$ cat src/rtl/conv_layer_scheduler.sv
`default_nettype none
// ============================================================================
// Module   : conv_layer_scheduler
// Purpose  : Sequences one convolution layer through the multi-input-channel
//            convolution datapath. For each output-channel group it loads
//            conv_size^2 weight words, opens the window stream, counts
//            adder-tree results until the feature map is complete, then moves
//            on to the next group.
// Ports    :
//   clk, reset              - clock, asynchronous active-low reset
//   start_in                - one-cycle layer start pulse (honoured in IDLE)
//   max_cols_in/max_rows_in - feature-map geometry
//   conv_size_in            - kernel dimension (1..CONV_KERNEL_DIM)
//   num_groups_in           - number of output-channel groups (>= 1)
//   wt_data_in/wt_valid_in/wt_ready_out - upstream weight stream
//   weights_out/weights_valid_out       - registered weight word to datapath
//   win_enable_out          - permits the window generator to issue windows
//   conv_result_valid_in    - adder-tree result strobe from datapath
//   group_idx_out           - current output-channel group
//   busy_out/done_out/err_out - layer status
// Revision : 1.0 - initial release
// ============================================================================
module conv_layer_scheduler #(
  parameter int DATA_WIDTH      = 16,
  parameter int INPUT_DIM       = 4,
  parameter int DIM_WIDTH       = 10,
  parameter int CONV_KERNEL_DIM = 3,
  parameter int GRP_WIDTH       = 8
) (
  input  logic                            clk,
  input  logic                            reset,
  input  logic                            start_in,
  input  logic [DIM_WIDTH-1:0]            max_cols_in,
  input  logic [DIM_WIDTH-1:0]            max_rows_in,
  input  logic [DIM_WIDTH-1:0]            conv_size_in,
  input  logic [GRP_WIDTH-1:0]            num_groups_in,
  input  logic [INPUT_DIM*DATA_WIDTH-1:0] wt_data_in,
  input  logic                            wt_valid_in,
  output logic                            wt_ready_out,
  output logic [INPUT_DIM*DATA_WIDTH-1:0] weights_out,
  output logic                            weights_valid_out,
  output logic                            win_enable_out,
  input  logic                            conv_result_valid_in,
  output logic [GRP_WIDTH-1:0]            group_idx_out,
  output logic                            busy_out,
  output logic                            done_out,
  output logic                            err_out
);

  // Counters are wide enough for rows*cols without truncation.
  localparam int                   c_cnt_w = 2 * DIM_WIDTH;
  localparam logic [c_cnt_w-1:0]   c_cnt_one = c_cnt_w'(1);
  localparam logic [DIM_WIDTH-1:0] c_max_k   = DIM_WIDTH'(CONV_KERNEL_DIM);
  localparam logic [GRP_WIDTH-1:0] c_grp_one = GRP_WIDTH'(1);

  typedef enum logic [2:0] {
    S_IDLE    = 3'd0,
    S_LOAD_WT = 3'd1,
    S_STREAM  = 3'd2,
    S_NEXT    = 3'd3,
    S_DONE    = 3'd4
  } state_t;

  state_t                          r_state;
  state_t                          w_state_next;

  logic [c_cnt_w-1:0]              r_wt_total;
  logic [c_cnt_w-1:0]              r_px_total;
  logic [c_cnt_w-1:0]              r_wt_cnt;
  logic [c_cnt_w-1:0]              r_px_cnt;
  logic [GRP_WIDTH-1:0]            r_num_groups;
  logic [GRP_WIDTH-1:0]            r_group_idx;
  logic [INPUT_DIM*DATA_WIDTH-1:0] r_weights;
  logic                            r_weights_valid;
  logic                            r_err;

  logic                            w_cfg_ok;
  logic                            w_start;
  logic                            w_wt_hs;
  logic                            w_res_ok;
  logic                            w_res_bad;
  logic                            w_wt_last;
  logic                            w_px_last;
  logic                            w_grp_last;
  logic [c_cnt_w-1:0]              w_wt_total_calc;
  logic [c_cnt_w-1:0]              w_px_total_calc;

  logic                            w_wt_ready;
  logic                            w_win_enable;
  logic                            w_busy;
  logic                            w_done;

  // --------------------------------------------------------------------------
  // Configuration decode
  // --------------------------------------------------------------------------
  assign w_cfg_ok = (conv_size_in != '0) && (conv_size_in <= c_max_k) &&
                    (max_rows_in != '0) && (max_cols_in != '0) &&
                    (num_groups_in != '0);

  assign w_wt_total_calc = c_cnt_w'(conv_size_in) * c_cnt_w'(conv_size_in);
  assign w_px_total_calc = c_cnt_w'(max_rows_in) * c_cnt_w'(max_cols_in);

  assign w_start    = start_in && (r_state == S_IDLE);
  assign w_wt_hs    = wt_valid_in && (r_state == S_LOAD_WT);
  assign w_res_ok   = conv_result_valid_in && (r_state == S_STREAM);
  // A result strobe outside the streaming window is a datapath protocol fault.
  assign w_res_bad  = conv_result_valid_in && (r_state != S_STREAM);
  assign w_wt_last  = (r_wt_cnt == (r_wt_total - c_cnt_one));
  assign w_px_last  = (r_px_cnt == (r_px_total - c_cnt_one));
  assign w_grp_last = (r_group_idx == (r_num_groups - c_grp_one));

  // --------------------------------------------------------------------------
  // FSM: state register
  // --------------------------------------------------------------------------
  always_ff @(posedge clk or negedge reset) begin
    if (!reset) begin
      r_state <= S_IDLE;
    end else begin
      r_state <= w_state_next;
    end
  end

  // --------------------------------------------------------------------------
  // FSM: next state and state-decoded outputs
  // --------------------------------------------------------------------------
  always_comb begin
    w_state_next = r_state;
    w_wt_ready   = 1'b0;
    w_win_enable = 1'b0;
    w_busy       = 1'b1;
    w_done       = 1'b0;
    case (r_state)
      S_IDLE: begin
        w_busy = 1'b0;
        if (start_in) begin
          w_state_next = w_cfg_ok ? S_LOAD_WT : S_DONE;
        end
      end
      S_LOAD_WT: begin
        // Ready is decoded from state, so it falls in the same cycle the FSM
        // leaves LOAD_WT and no word beyond the last one is accepted.
        w_wt_ready = 1'b1;
        if (wt_valid_in && w_wt_last) begin
          w_state_next = S_STREAM;
        end
      end
      S_STREAM: begin
        w_win_enable = 1'b1;
        if (conv_result_valid_in && w_px_last) begin
          w_state_next = S_NEXT;
        end
      end
      S_NEXT: begin
        w_state_next = w_grp_last ? S_DONE : S_LOAD_WT;
      end
      S_DONE: begin
        w_done       = 1'b1;
        w_state_next = S_IDLE;
      end
      default: begin
        w_busy       = 1'b0;
        w_state_next = S_IDLE;
      end
    endcase
  end

  // --------------------------------------------------------------------------
  // Counters, configuration and registered weight path
  // --------------------------------------------------------------------------
  always_ff @(posedge clk or negedge reset) begin
    if (!reset) begin
      r_wt_total      <= '0;
      r_px_total      <= '0;
      r_wt_cnt        <= '0;
      r_px_cnt        <= '0;
      r_num_groups    <= '0;
      r_group_idx     <= '0;
      r_weights       <= '0;
      r_weights_valid <= 1'b0;
      r_err           <= 1'b0;
    end else begin
      r_weights_valid <= w_wt_hs;
      if (w_wt_hs) begin
        r_weights <= wt_data_in;
      end

      if (w_start) begin
        r_wt_total   <= w_wt_total_calc;
        r_px_total   <= w_px_total_calc;
        r_num_groups <= num_groups_in;
        r_wt_cnt     <= '0;
        r_px_cnt     <= '0;
        r_group_idx  <= '0;
        r_err        <= !w_cfg_ok;
      end

      if (w_wt_hs) begin
        r_wt_cnt <= r_wt_cnt + c_cnt_one;
      end

      if (w_res_ok) begin
        r_px_cnt <= r_px_cnt + c_cnt_one;
      end

      if (r_state == S_NEXT) begin
        r_wt_cnt <= '0;
        r_px_cnt <= '0;
        if (!w_grp_last) begin
          r_group_idx <= r_group_idx + c_grp_one;
        end
      end

      // Placed last so a protocol fault is never masked by a clearing start.
      if (w_res_bad) begin
        r_err <= 1'b1;
      end
    end
  end

  assign wt_ready_out      = w_wt_ready;
  assign win_enable_out    = w_win_enable;
  assign busy_out          = w_busy;
  assign done_out          = w_done;
  assign weights_out       = r_weights;
  assign weights_valid_out = r_weights_valid;
  assign group_idx_out     = r_group_idx;
  assign err_out           = r_err;

endmodule
`default_nettype wire

$ cat config.mk
export PLATFORM = sky130hd
export DESIGN_NAME = conv_layer_scheduler
export DESIGN_NICKNAME = d
export VERILOG_FILES = /design/src/rtl/conv_layer_scheduler.sv
export SDC_FILE = /design/constraint.sdc
export NUM_CORES = 1
export LEC_CHECK = 0
export BUFFER_PORTS_ARGS = -buffer_cell sky130_fd_sc_hd__buf_2
export CORE_MARGIN = 2
export CORE_UTILIZATION = 54
export CTS_BUF_LIST = sky130_fd_sc_hd__clkbuf_8 sky130_fd_sc_hd__clkbuf_16
export DETAILED_ROUTE_END_ITERATION = 6
export PLACE_DENSITY = 0.81
export SETUP_SLACK_MARGIN = 0.4
export SYNTH_ARGS = -nofsm -noshare
export SYNTH_HDL_FRONTEND = slang
export SYNTH_SLANG_ARGS = --single-unit
export TNS_END_PERCENT = 20
$ cat constraint.sdc
create_clock -name clk -period 2.9 [get_ports clk]
set_input_delay 0.58 -clock clk [delete_from_list [all_inputs] [get_ports clk]]
set_output_delay 0.58 -clock clk [all_outputs]
set_load 0.005 [all_outputs]
Word level (Yosys, flattened, before mapping)
Cells that the tools add are included.

Bits in registers: 165. Bits in latches: 0. Bits in writable memories: 0. Bits in read-only memories: 0. Memories: 0.

Add/subtract/negate cells: 6. Multiply operators: 2. Div/mod/pow operators: 0. $lt $le $gt $ge: 1. Equality and inequality tests: 11. Shifts and indexed selects: 0. Muxes and demuxes: 20. Bitwise operators: 0. Reduce and logical (&&, ||, !) cells: 21.

Operators by type and width (count): 2-to-1 mux 20 bit (5); adder 20 x 1 -> 20 bit (second input constant) (2); equality test 20 bit (2); multiplier 10 x 10 -> 20 bit (2); subtractor 20 x 1 -> 20 bit (second input constant) (2); nonzero test 10 bit (3); 2-to-1 mux 8 bit (3); 2-to-1 mux 3 bit (5); one-hot mux 3 bit (4 select lines) (1); <= comparator 10 x 2 -> 1 bit (second input constant) (1); logical AND 1 bit (10); adder 8 x 1 -> 8 bit (second input constant) (1); equality test 8 bit (1); nonzero test 8 bit (1); subtractor 8 x 1 -> 8 bit (second input constant) (1); equality test 3 x 2 -> 1 bit (second input constant) (2); 2-to-1 mux 1 bit (6); nonzero test 3 bit (2); inequality test 2 x 1 -> 1 bit (second input constant) (2); OR reduction 4 bit (1); equality test 3 x 1 -> 1 bit (second input constant) (1); equality test 3 bit (second input constant) (1); zero test 3 bit (1); inequality test 3 x 2 -> 1 bit (second input constant) (1); other kinds (4) (4).

Depth between registers and ports, before layout
Depth after elaboration: 8. Mapped depth: 22. Mapped depth without buffers: 21.

Least setup slack after synthesis
OpenSTA, ideal clock, no wires.

Path type: input to register. Start: input port conv_size_in[7]. End: register r_wt_total[18]. Setup time: 0.070 ns. Arrival: 5.262 ns. Setup slack: -2.432 ns. Stages on the path: 17. Path buffers: 1. Cell sequence: clkbuf_1 > nand2_1 > inv_1 > fa_1 > fa_1 > fa_1 > fa_1 > inv_1 > fa_1 > inv_1 > ha_1 > a31oi_1 > o21ai_0 > a221o_1 > a21oi_1 > or4b_2 > nand3_1.

Cells in the longest elaborated chain, start to end: 1.

RTL lines: from (decl) (RTL line 35) `input logic [DIM_WIDTH-1:0] conv_size_in,`; multiplier 10 x 10 -> 20 bit (RTL line 100) `assign w_wt_total_calc = c_cnt_w'(conv_size_in) * c_cnt_w'(conv_size_in);`; to (signal assigned) (RTL line 188) `r_wt_total <= w_wt_total_calc;`; to (decl) (RTL line 67) `logic [c_cnt_w-1:0] r_wt_total;`.

No other way between the ends. A chain may end at the register's enable or synchronous reset.

Final worst setup path
Start: input port conv_size_in[2]. End: register r_wt_total[13].

Same word-level chain as after synthesis.

==> flow_summary.yaml <==
logic_synthesis:
  avgSynthCellArea_um2: 8.642
  synthesis.area_mm2: 0.01403
  synth_most_common_cell: "nand2_1"
  synth.ff_latch_count: 164
  synth_flop_cell: "dfrtp_1"
  synth_top_area_share_pct: 29.26
  ys_seq_area_share_pct: 29.26
  synth-edff-count: 0
  ys_types: 63
  synth_cells: 1623
  syn_nets: 1947
  synth-async-reset-ratio_pct: 100.0
  synth_top_cell_by_area: "dfrtp_1"
  yosys_warnings: 0
  synth.top_cells.by_count: "nand2_1, dfrtp_1, inv_1"
  synthTopCellsByArea: "dfrtp_1, fa_1, nand2_1"
critical_path:
  path_cells: "buf_12 -> nand2_4 -> fa_1 -> fa_1 -> inv_2 -> fa_1 -> fa_1 -> inv_2 -> fa_1 -> inv_2 -> ha_4 -> a21o_1 -> a21oi_2 -> o21ai_4 -> buf_6 -> a21o_1 -> a21oi_2 -> xor2_1 -> o21ai_1"
  critPathMaxStageDelay_ns: 0.58
  cp_common_cell: "fa_1"
  r2r-start: "r_wt_total[8]"
  path_buf_inv: 5
  crit_start: "conv_size_in[2]"
  start_kind: "primary input"
  worstSetupPathType: "primary input to flop"
  cp_max_fo: 6
  cpMaxStageDelayCell: "fa_1"
  critPathRequiredTime_ns: 3.20
  cp_top_family: "adder cells"
  cp_data_arrival_time_ns: 5.10
  end_kind: "flop"
  r2r_slack_ns: -0.34
grt:
  antenna_found_initial: 2
  grt_start_max_net_pins: 71
  grt_pass1_vias: 12790
  overflow: 0
  track_usage_pct: 28.16
  grt_pass1_wl_um: 61150
timing:
  slew_viol_final: 0
  grt_setup_unrepaired: "true"
  fin_skew_ns: 0.01143
  post-route-period-util_pct: 165.6
  tns_ns: -41.95
  tightest_slew_ns: 0.6570
  fmax_mhz: 208.2
  hold_viol_final: 0
  max_slew_margin_pct: 56.20
  finalCriticalPeriod_ns: 4.802
  finalSetupViolations: 33
  fin_ws_ns: -1.902
status:
  violations: "setup timing"
  status: "finished, violations left"
placed_design:
  post-place-ws_ns: -2.238
  port_buffers: 184
  place_hpwl_um: 28320
  gp_congestion: 0.9005
  place_area_mm2: 0.01679
route:
  drc_errors: 0
  drt_pre_antenna_iters: 5
  drt_iter0_drc: 937
  vias_per_cell: 5.555
  avgRoutedWirePerCell_um: 17.29
  ant_nets: 0
  vias: 12810
  wl_um: 39880
finish:
  finalInstanceArea_mm2: 0.01841
  syn_to_final_growth_pct: 31.28
  diodes: 0
  drive_gt1_share_pct: 30.01
  finalNetCount: 2287
cts:
  cts.clk_slew.worst_paths_ns: 0.07
  cts_buffers: 17
  root_buffer: "clkbuf_16"
  cts_buffer_depth: 2
  insertion_delay_ns: 0.43
  cts_tree: "done"
  clock_sink_count: 164
  cts_max_level: 4
  hold_buffers: 0
pwr:
  leakage_nw: 9.549
  peakVddDrop_uv: 668.4
  powerDensity_mw_per_mm2: 865.2
floorplanning:
  row_count: 58
  initial_core_util_pct: 55.38
  pin_count: 185
  core-area_mm2: 0.02533
  dieArea_mm2: 0.02728
  die_y_um: 165.2
  die_w_um: 165.2
run:
  cap_viol_max_count: 0
hold_path:
  hp-class: "primary input to asynchronous set/reset pin"
## placed cells by master, fill, tap and decap left out, types with 7 or more instances in the layout
| cell type | count |
|---|---|
| a21o_1 | 17 |
| a21oi_1 | 20 |
| a21oi_2 | 15 |
| and2_1 | 93 |
| and2_4 | 10 |
| and3_1 | 11 |
| buf_12 | 12 |
| buf_2 | 155 |
| buf_4 | 209 |
| buf_6 | 18 |
| clkbuf_16 | 17 |
| dfrtp_1 | 163 |
| fa_1 | 103 |
| ha_1 | 85 |
| ha_4 | 22 |
| inv_1 | 119 |
| inv_2 | 20 |
| mux2i_1 | 9 |
| nand2_1 | 361 |
| nand2_2 | 14 |
| nand2_4 | 7 |
| nand3_1 | 49 |
| nand4_1 | 13 |
| nor2_1 | 47 |
| nor3_1 | 17 |
| nor4_1 | 13 |
| o211ai_1 | 15 |
| o21ai_0 | 57 |
| o21ai_1 | 22 |
| o31ai_1 | 12 |
| xnor2_1 | 50 |
| xor2_1 | 48 |
## final timing paths
check / to / depth (start not counted)
worst min register to register: weights_out[3] / 2
worst max register to register: r_state[0] / 8
worst max-delay path: r_wt_total[13] / 19
max in group asynchronous: r_px_cnt[12] / 2
min in group clk: weights_out[13] / 3
worst min-delay path: weights_out[42] / 1
## layout make-up
| class | instances | area, µm² |
|---|---|---|
| inverters | 140 | 528.0 |
| multi-input cells | 1240 | 9894 |
| clock buffers | 18 | 439.2 |
| repair buffers | 400 | 2878 |
| flip-flops and latches | 164 | 4105 |
| fillers | 1685 | 6913 |
| clock inverters | 14 | 156.4 |
| well taps | 330 | 412.9 |
## per-stage QoR
step	util, %	hold WS, ns	total power, mW	std cells
2_1_floorplan	-	0.2844	8.405	1623
3_3_place_gp	66.31	0.4517	11.18	2256
3_5_place_dp	66.31	0.4573	11.56	2256
4_1_cts	71.45	0.1218	14.92	2301
5_1_grt	72.71	0.1422	17.04	2306
6_report	72.71	0.1073	15.93	2306
## report_power, final
group / switching [mW] / internal [mW]
Combinational: 5.31 / 5.30
Sequential: 0.383 / 2.65
Clock: 1.03 / 1.25
Total: 6.73 / 9.20
## sequential cells by signal, indices dropped and copies added, names as in the netlist
register and count:
r_state 3, r_px_total 20, weights_valid_out 1, weights_out 64, r_wt_cnt 20, r_wt_total 19, r_px_cnt 20, err_out 1
r_num_groups 8, group_idx_out 8
## kinds of logic after synthesis
family / Yosys count / synth area share [%]
simple gates: 698 / 23.12
buf+inv: 219 / 5.932
fa+ha+maj: 217 / 25.19
compound gates: 211 / 9.260
flops: 164 / 29.26
xor+xnor: 103 / 6.432
mux: 11 / 0.8029
## timing repair
item / in CTS / in global routing
buffers inserted: 13 / 5
resized for setup: 164 / 59
pin swaps: 96 / 77
setup endpoints to repair: 40 / 50
## routing by layer
metal | up-vias | global-route usage, % | wire length (µm)
li1 | 5986 | - | -
met1 | 6216 | 32.82 | 15650
met2 | 486 | 51.33 | 20140
met3 | 118 | 5.245 | 2429
met4 | 4 | 10.67 | 1630
met5 | - | 0 | 25
No activity file was read; power rests on OpenSTA's default activity.
